==> config.mk <==
export PLATFORM = sky130hd
export DESIGN_NAME = dense_backprop_calculator_flat
export DESIGN_NICKNAME = d
export VERILOG_FILES = /design/src/rtl/dense_backprop_calculator_if.sv /design/src/rtl/dense_backprop_calculator.sv /design/src/flat_wrapper.sv
export SDC_FILE = /design/constraint.sdc
export NUM_CORES = 2
export LEC_CHECK = 0
export CAP_MARGIN = 20
export CORE_ASPECT_RATIO = 0.9
export CORE_MARGIN = 2
export CORE_UTILIZATION = 45
export CTS_CLUSTER_SIZE = 40
export DETAILED_ROUTE_END_ITERATION = 6
export PLACE_DENSITY = 0.68
export SYNTH_ARGS = -nofsm -noshare
export SYNTH_HDL_FRONTEND = slang
export SYNTH_SLANG_ARGS = --single-unit
==> constraint.sdc <==
create_clock -name clk -period 19.75 [get_ports clk]
set_input_delay 3.95 -clock clk [delete_from_list [all_inputs] [get_ports clk]]
set_output_delay 3.95 -clock clk [all_outputs]
set_load 0.02 [all_outputs]
==> src/rtl/dense_backprop_calculator_if.sv <==
// Request/result bundle for the dense-layer back-propagation calculator.
interface dense_backprop_calculator_if #(
   parameter int data_size = 16,
   parameter int size      = 3
);
   logic                             start;
   logic [data_size*size-1:0]        diff_z_to_z;
   logic [data_size*size*size-1:0]   weight;
   logic [data_size*size-1:0]        diff_dense;
   logic                             busy;
   logic                             done;

   modport master (output start, diff_z_to_z, weight, input diff_dense, busy, done);
   modport slave  (input start, diff_z_to_z, weight, output diff_dense, busy, done);
endinterface

==> src/rtl/dense_backprop_calculator.sv <==
// Computes diff_dense[j] = sat(sum_i W[i][j]*dz[i] >>> frac) one weight row per clock.
module dense_backprop_calculator #(
   parameter int data_size = 16,
   parameter int size      = 3
) (
   input  logic                        clk,
   input  logic                        reset,
   dense_backprop_calculator_if.slave  bus
);
   localparam int unsigned frac_w = data_size / 2;
   localparam int unsigned cnt_w  = (size > 1) ? $clog2(size) : 1;
   localparam int unsigned prod_w = 2 * data_size;
   localparam int unsigned acc_w  = 2 * data_size + $clog2(size) + 1;

   localparam logic signed [acc_w-1:0] sat_max =
      {{(acc_w-data_size+1){1'b0}}, {(data_size-1){1'b1}}};
   localparam logic signed [acc_w-1:0] sat_min =
      {{(acc_w-data_size+1){1'b1}}, {(data_size-1){1'b0}}};

   typedef enum logic [1:0] {IDLE, MAC, DONE} state_t;

   state_t                      state;
   logic [cnt_w-1:0]            row;
   logic signed [data_size-1:0] dz_q    [size];
   logic signed [data_size-1:0] w_q     [size][size];
   logic signed [acc_w-1:0]     acc     [size];
   logic signed [prod_w-1:0]    prod    [size];
   logic signed [acc_w-1:0]     shifted [size];
   logic [data_size-1:0]        sat     [size];

   // Row products for the current counter and the rescaled/saturated accumulators
   always_comb begin
      for (int j = 0; j < size; j++) begin
         prod[j]    = prod_w'(w_q[row][j]) * prod_w'(dz_q[row]);
         shifted[j] = acc[j] >>> frac_w;
         if (shifted[j] > sat_max)
            sat[j] = {1'b0, {(data_size-1){1'b1}}};
         else if (shifted[j] < sat_min)
            sat[j] = {1'b1, {(data_size-1){1'b0}}};
         else
            sat[j] = shifted[j][data_size-1:0];
      end
   end

   always_ff @(posedge clk or posedge reset) begin
      if (reset) begin
         state          <= IDLE;
         row            <= '0;
         bus.busy       <= 1'b0;
         bus.done       <= 1'b0;
         bus.diff_dense <= '0;
         for (int j = 0; j < size; j++) begin
            acc[j]  <= '0;
            dz_q[j] <= '0;
            for (int i = 0; i < size; i++) w_q[i][j] <= '0;
         end
      end else begin
         bus.done <= 1'b0;
         case (state)
            IDLE: begin
               if (bus.start) begin
                  for (int i = 0; i < size; i++) begin
                     acc[i]  <= '0;
                     dz_q[i] <= bus.diff_z_to_z[data_size*(size-i)-1 -: data_size];
                     for (int j = 0; j < size; j++)
                        w_q[i][j] <= bus.weight[data_size*(size*size-(i*size+j))-1 -: data_size];
                  end
                  row      <= '0;
                  bus.busy <= 1'b1;
                  state    <= MAC;
               end
            end
            MAC: begin
               for (int j = 0; j < size; j++) acc[j] <= acc[j] + acc_w'(prod[j]);
               if (row == cnt_w'(size - 1)) state <= DONE;
               else                         row   <= row + cnt_w'(1);
            end
            DONE: begin
               for (int j = 0; j < size; j++)
                  bus.diff_dense[data_size*(size-j)-1 -: data_size] <= sat[j];
               bus.done <= 1'b1;
               bus.busy <= 1'b0;
               state    <= IDLE;
            end
            default: state <= IDLE;
         endcase
      end
   end
endmodule

==> src/flat_wrapper.sv <==
// flat-port wrapper written by rule: the top's interface ports become plain ports
module dense_backprop_calculator_flat 
#(
   parameter int data_size = 16,
   parameter int size      = 3
)
  (clk, reset, bus_start, bus_diff_z_to_z, bus_weight, bus_diff_dense, bus_busy, bus_done);
  dense_backprop_calculator_if #(.data_size(data_size), .size(size)) bus_i ();
  input  logic clk;
  input  logic reset;
  input wire logic [$bits(bus_i.start)-1:0] bus_start;
  input wire logic [$bits(bus_i.diff_z_to_z)-1:0] bus_diff_z_to_z;
  input wire logic [$bits(bus_i.weight)-1:0] bus_weight;
  output wire logic [$bits(bus_i.diff_dense)-1:0] bus_diff_dense;
  output wire logic [$bits(bus_i.busy)-1:0] bus_busy;
  output wire logic [$bits(bus_i.done)-1:0] bus_done;
  assign bus_i.start = bus_start;
  assign bus_i.diff_z_to_z = bus_diff_z_to_z;
  assign bus_i.weight = bus_weight;
  assign bus_diff_dense = bus_i.diff_dense;
  assign bus_busy = bus_i.busy;
  assign bus_done = bus_i.done;
  dense_backprop_calculator #(.data_size(data_size), .size(size)) u_core (.clk(clk), .reset(reset), .bus(bus_i));
endmodule
# After elaboration in Yosys (flattened, before gate mapping)
# Cells that the tools add are included.
[word_totals] latchBits=0 output_inout_bits=50 rom_bits=0 ramBits=0 reg_bits=351 mem_count=0
[op_classes] n_bitwise=1 addsub=4 n_div=0 n_mux=23 n_eq_ne=6 mul=3 magnitude_cmp=7 reduce_logical=8 shift=0
[ops] op="$pmux 105 s2" count=1
[ops] op="$mux 16" count=8
[ops] op="$add 35x32->35" count=3
[ops] op="$mux 105" count=1
[ops] op="$bmux 48 s2" count=1
[ops] op="$mul 16x16->32" count=3
[ops] op="$mux 48" count=2
[ops] op="$gt 27x16->1 const B" count=3
[ops] op="$lt 27x16->1 const B" count=3
[ops] op="$bmux 16 s2" count=1
[ops] op="$mux 2" count=4
[ops] op="$pmux 2 s2" count=2
[ops] op="$reduce_and 2->1" count=4
[ops] op="$eq 2x2->1 const B" count=2
[ops] op="$ne 2x2->1 const B" count=2
[ops] op="$reduce_bool 2->1" count=2
[ops] op="$ge 3x3->1 const B" count=1
[ops] op="$not 2->3" count=1
[ops] op="$reduce_and 3->1" count=1
[ops] op="$add 2x1->2 const B" count=1
[ops] op="$eq 2x1->1 const B" count=1
[ops] op="$logic_not 2->1" count=1
[ops] op="$mux 1" count=2
[ops] op="$ne 2x1->1 const B" count=1
[ops] op="$pmux 1 s2" count=1

# Longest topological paths before layout
[logic_depth] ltp_word=7 ltp_mapped=30 mapped_depth_nobuf=26

# Worst setup path after synthesis
# Ideal clock, no wire load.
[synth_path] path_kind="reg-to-reg" start="register u_core.row[1]" end="register u_core.acc[68] (netlist name)" path_slack_ps=12385 path_stages_with_launch=27 arrival_ps=7237 path_buffers=6 cell_sequence="dfrtp_1 > clkbuf_1 > buf_2 > buf_2 > buf_2 > buf_2 > o22ai_1 > nand2_1 > inv_1 > fa_1 > fa_1 > fa_1 > fa_1 > fa_1 > inv_1 > fa_1 > inv_1 > ha_1 > clkbuf_1 > a21oi_1 > o21ai_0 > a311oi_1 > o211ai_1 > a31oi_1 > a21oi_1 > xnor2_1 > o21ai_1"
[synth_via] elab_chain_cells=7 elab_cells_between_ends=10 classes_between="1 x add/sub; 1 x mul; 7 x mux; 1 x bitwise"
[synth_lines] element="start: declaration" line_no="dense_backprop_calculator.sv:23" text="logic [cnt_w-1:0] row;"
[synth_lines] element="start signal: assignment" line_no="dense_backprop_calculator.sv:76" text="else row <= row + cnt_w'(1);"
[synth_lines] element="$not 2->3 (implied by the code) (*)" line_no="dense_backprop_calculator.sv:34" text="prod[j] = prod_w'(w_q[row][j]) * prod_w'(dz_q[row]);"
[synth_lines] element="$bmux 48 s2 or $bmux 16 s2 (tied branches)" line_no="dense_backprop_calculator.sv:34"
[synth_lines] element="$mux 48 or $mux 16 (tied branches) (2 in a row)"
[synth_lines] element="$mul 16x16->32 (*)" line_no="dense_backprop_calculator.sv:34"
[synth_lines] element="$add 35x32->35 (*)" line_no="dense_backprop_calculator.sv:74" text="for (int j = 0; j < size; j++) acc[j] <= acc[j] + acc_w'(prod[j]);"
[synth_lines] element="$pmux 105 s2 (*)" line_no="dense_backprop_calculator.sv:59" text="case (state)"
[synth_lines] element="end signal: indexed assignment" line_no="dense_backprop_calculator.sv:53" text="acc[j] <= '0;"
[synth_lines] element="end signal: indexed assignment" line_no="dense_backprop_calculator.sv:63" text="acc[i] <= '0;"
[synth_lines] element="end: declaration" line_no="dense_backprop_calculator.sv:26" text="logic signed [acc_w-1:0] acc [size];"
# Every way passes the cells marked *; elsewhere a longest branch is shown, timed or not. The select of a mux whose other input is x is not followed.
# A chain may end at the register's enable or synchronous reset.

# Worst setup path in the final report
# Same ends and word-level chain as after synthesis.

==> reports/summary.json <==
{
  "setup_cp_type": {"value": "reg -> reg"},
  "global_route.usage.met2": {"value": 42.3, "unit": "%"},
  "worst_skew_pair.late_latency": {"value": 630, "unit": "ps"},
  "num-nets-final": {"value": 6541},
  "grt_pass1_wl": {"value": 214000, "unit": "um"},
  "postSynth.asyncResetShare": {"value": 100, "unit": "%"},
  "post_route_cells_drive_above_1_share": {"value": 7.22, "unit": "%"},
  "max_freq": {"value": 0.112, "unit": "GHz"},
  "cp.required": {"value": 20200, "unit": "ps"},
  "area_delta_synth_final": {"value": 11.1, "unit": "%"},
  "critical_path_peak_fanout": {"value": 54},
  "route.vias.total": {"value": 35054},
  "number_of_hold_violations_in_the_final_report": {"value": 0},
  "grt_max_degree": {"value": 194},
  "detail_route.iter0.violations": {"value": 2809},
  "grt_pass1_vias": {"value": 37855},
  "use_met1": {"value": 33.0, "unit": "%"},
  "yosys_register_bits": {"value": 351},
  "chipWidth": {"value": 349, "unit": "um"},
  "path_clk_slew": {"value": 60, "unit": "ps"},
  "gr_layer_usage_met3": {"value": 4.61, "unit": "%"},
  "chip_height": {"value": 315, "unit": "um"},
  "detail_route.first_pass.iterations": {"value": 7},
  "post_synth_num_cell_types": {"value": 73},
  "synth_area_per_cell": {"value": 9.73, "unit": "um2"},
  "design.portCount": {"value": 245},
  "wl": {"value": 133000, "unit": "um"},
  "min_delay_path_depth": {"value": 2},
  "initial_core_util": {"value": 45.5, "unit": "%"},
  "via_per_instance_ratio": {"value": 5.38},
  "layout.filler_cells": {"value": 9626},
  "core_region_area": {"value": 106000, "unit": "um2"},
  "globalRouteOverflowTotal": {"value": 0},
  "gpl.final_weighted_congestion": {"value": 0.956},
  "worst_clock_skew_on_the_final_layout": {"value": 46.4, "unit": "ps"},
  "cap_violations": {"value": 0},
  "io_buffers": {"value": 244},
  "drc_violations": {"value": 3},
  "dp_hpwl": {"value": 107000, "unit": "um"},
  "prevailing_post_synth_register_cell": {"value": "dfrtp_1"},
  "worstMarginPinSlew": {"value": 1170, "unit": "ps"},
  "clock-root-buffer": {"value": "clkbuf_16"},
  "timing.hold.worst.class": {"value": "reg -> reg"},
  "antenna_found_initial": {"value": 4},
  "mappedNetlistNets": {"value": 6397},
  "routed_wire_length_per_instance": {"value": 20.5, "unit": "um"},
  "totalNegativeSetupSlack": {"value": 0, "unit": "ps"},
  "setup_repair_after_global_routing_missed_its_margin": {"value": "false"},
  "failed_checks": {"value": "DRC"},
  "area.sequential": {"value": 8790, "unit": "um2"},
  "total_of_endpoints_with_negative_setup_slack_in_the_final_report": {"value": 0},
  "post_synth_inst_count": {"value": 4959},
  "holdWs": {"value": 475, "unit": "ps"},
  "status": {"value": "finished, violations left"},
  "number_of_enable_flip_flop_cells_after_synthesis": {"value": 0},
  "cts_tree": {"value": "built"},
  "placement_rows": {"value": 113},
  "ys_seq_area_share": {"value": 18.2, "unit": "%"},
  "reg2reg_depth": {"value": 23},
  "yosysWarningCount": {"value": 0},
  "number_of_nets_still_failing_antenna_checks_after_routing": {"value": 0},
  "number_of_diodes": {"value": 0},
  "post_synth_instance_area": {"value": 48200, "unit": "um2"},
  "nature_of_the_critical_path_startpoint": {"value": "flop"},
  "clockBufferDepth": {"value": 3},
  "holdBufCountCts": {"value": 0},
  "htree_num_levels": {"value": 2},
  "cts_inserted_buffers": {"value": 41},
  "max_slew_margin": {"value": 21.7, "unit": "%"},
  "multi_input_area": {"value": 34800, "unit": "um2"},
  "grt_use_total": {"value": 25.3, "unit": "%"},
  "final_period_minus_worst_setup_slack": {"value": 8920, "unit": "ps"},
  "grt-busiest-layer": {"value": "met2"},
  "fin_crit_sh": {"value": 45.2, "unit": "%"},
  "cts_post_setup_buffers_inserted": {"value": 0},
  "timing.critical_path.to_type": {"value": "flop"},
  "fp.dieArea": {"value": 110000, "unit": "um2"},
  "cts-resized-gates": {"value": 0},
  "crit_arrival": {"value": 9380, "unit": "ps"},
  "drv_slew": {"value": 0},
  "clock_sink_count": {"value": 351}
}
-- cell usage after synthesis, types with 5 or more instances --
master / count / area share, %
a211o_1: 6 / 0.11
a211oi_1: 13 / 0.20
a21o_1: 80 / 1.2
a21oi_1: 126 / 1.3
a22o_1: 27 / 0.49
a31oi_1: 11 / 0.14
a32o_1: 6 / 0.12
and3_1: 11 / 0.14
buf_1: 16 / 0.12
buf_2: 52 / 0.54
clkbuf_1: 125 / 0.97
dfrtp_1: 351 / 18
fa_1: 930 / 39
ha_1: 313 / 8.1
inv_1: 1078 / 8.4
mux2_2: 192 / 4.5
mux2i_1: 71 / 1.5
nand2_1: 505 / 3.9
nand2b_1: 28 / 0.36
nand3_1: 23 / 0.24
nand4_1: 11 / 0.14
nor2_1: 544 / 4.2
nor2b_1: 9 / 0.12
nor3_1: 16 / 0.17
nor3b_1: 7 / 0.11
nor4_1: 8 / 0.10
o211ai_1: 5 / 0.078
o21a_1: 11 / 0.17
o21ai_0: 144 / 1.5
o21ai_1: 9 / 0.093
o21bai_1: 12 / 0.19
o22a_1: 16 / 0.29
o22ai_1: 18 / 0.23
o31ai_1: 8 / 0.12
or2_2: 13 / 0.17
or3_1: 9 / 0.12
xnor2_1: 70 / 1.3
xor2_1: 35 / 0.64
-- final cells by class --
class / instances / area share, %
repair buffers: 295 / 5.30
clock inverters: 19 / 0.451
well taps: 1380 / 3.22
multi-input cells: 3336 / 64.9
inverters: 1078 / 7.56
flip-flops and latches: 351 / 16.4
clock buffers: 56 / 2.21
-- critical path, stage by stage, from the launching register on --
cell and delay (ps):
dfrtp_4 910, buf_4 770, mux2i_1 230, o22ai_2 180, buf_4 420, nand2_1 180, inv_1 150, fa_1 560
fa_1 930, fa_1 530, fa_1 500, fa_1 490, inv_1 50, fa_1 480, inv_1 40, ha_1 360
a21oi_1 240, o21ai_0 130, a311oi_1 560, o211ai_1 290, a31oi_1 320, a21oi_1 130, xnor2_1 160, o21ai_1 70
-- sequential cells by signal (all words and copies together) (netlist names) --
signal / cells
u_core.w_q: 144
u_core.acc: 105
u_core.bus.diff_dense: 48
u_core.dz_q: 48
u_core.row: 2
u_core.state: 2
u_core.bus.busy: 1
u_core.bus.done: 1
-- through the flow --
step,std cells,instance area (um2),utilization [%],setup WS [ps]
6_report,6515,53600,50.6,10830
5_1_grt,6515,53600,50.6,10360
4_1_cts,6512,53600,50.6,10930
3_5_place_dp,6437,52200,49.2,10980
3_3_place_gp,6436,52100,49.2,11100
2_1_floorplan,4959,48200,-,6060
-- worst paths after layout --
kind | startpoint | end | slack [ps]
setup / recovery | u_core.row[1] | u_core.acc[68] | 10830
hold / removal | u_core.bus.diff_dense[37] | u_core.bus.diff_dense[37] | 480
setup reg to reg | u_core.row[1] | u_core.acc[68] | 10830
max in group asynchronous | reset | u_core.w_q[85] | 12860
hold reg to reg | u_core.bus.diff_dense[37] | u_core.bus.diff_dense[37] | 480
min in group asynchronous | reset | u_core.acc[31] | 3840
-- cell usage in the layout, fill, tap and decap left out, drive strengths merged, types with 71 or more instances in the layout --
master / instances
mux2i: 71
dfrtp: 351
ha: 313
o21ai: 155
nand2: 505
inv: 1080
fa: 930
clkdlybuf4s50: 244
a21o: 81
mux2: 192
nor2: 544
a21oi: 129
-- cells by family (layout without fill, tap and decap cells) --
group	count (synthesis)	in the layout	share of synthesized area [%]
AOI/OAI and AO/OA	528	528	7.11
xor gates and xnor gates	105	105	1.91
buffers and inverters	1272	1448	10.0
and+or+nand+nor	1197	1197	10.1
adders and majority gates	1243	1243	46.7
DFF	351	351	18.2
muxes	263	263	5.96
-- per-layer routing --
metal	share of wire, %	vias up	wire length, um
met2	48	1273	64600
met5	0.012	-	16
li1	-	15404	-
met1	40	18121	52800
met3	7.8	254	10500
met4	4.2	2	5650
Power is left out: the tool's default activity adds up to more than one toggle a clock period on the data nets, which glitch-free logic cannot reach.
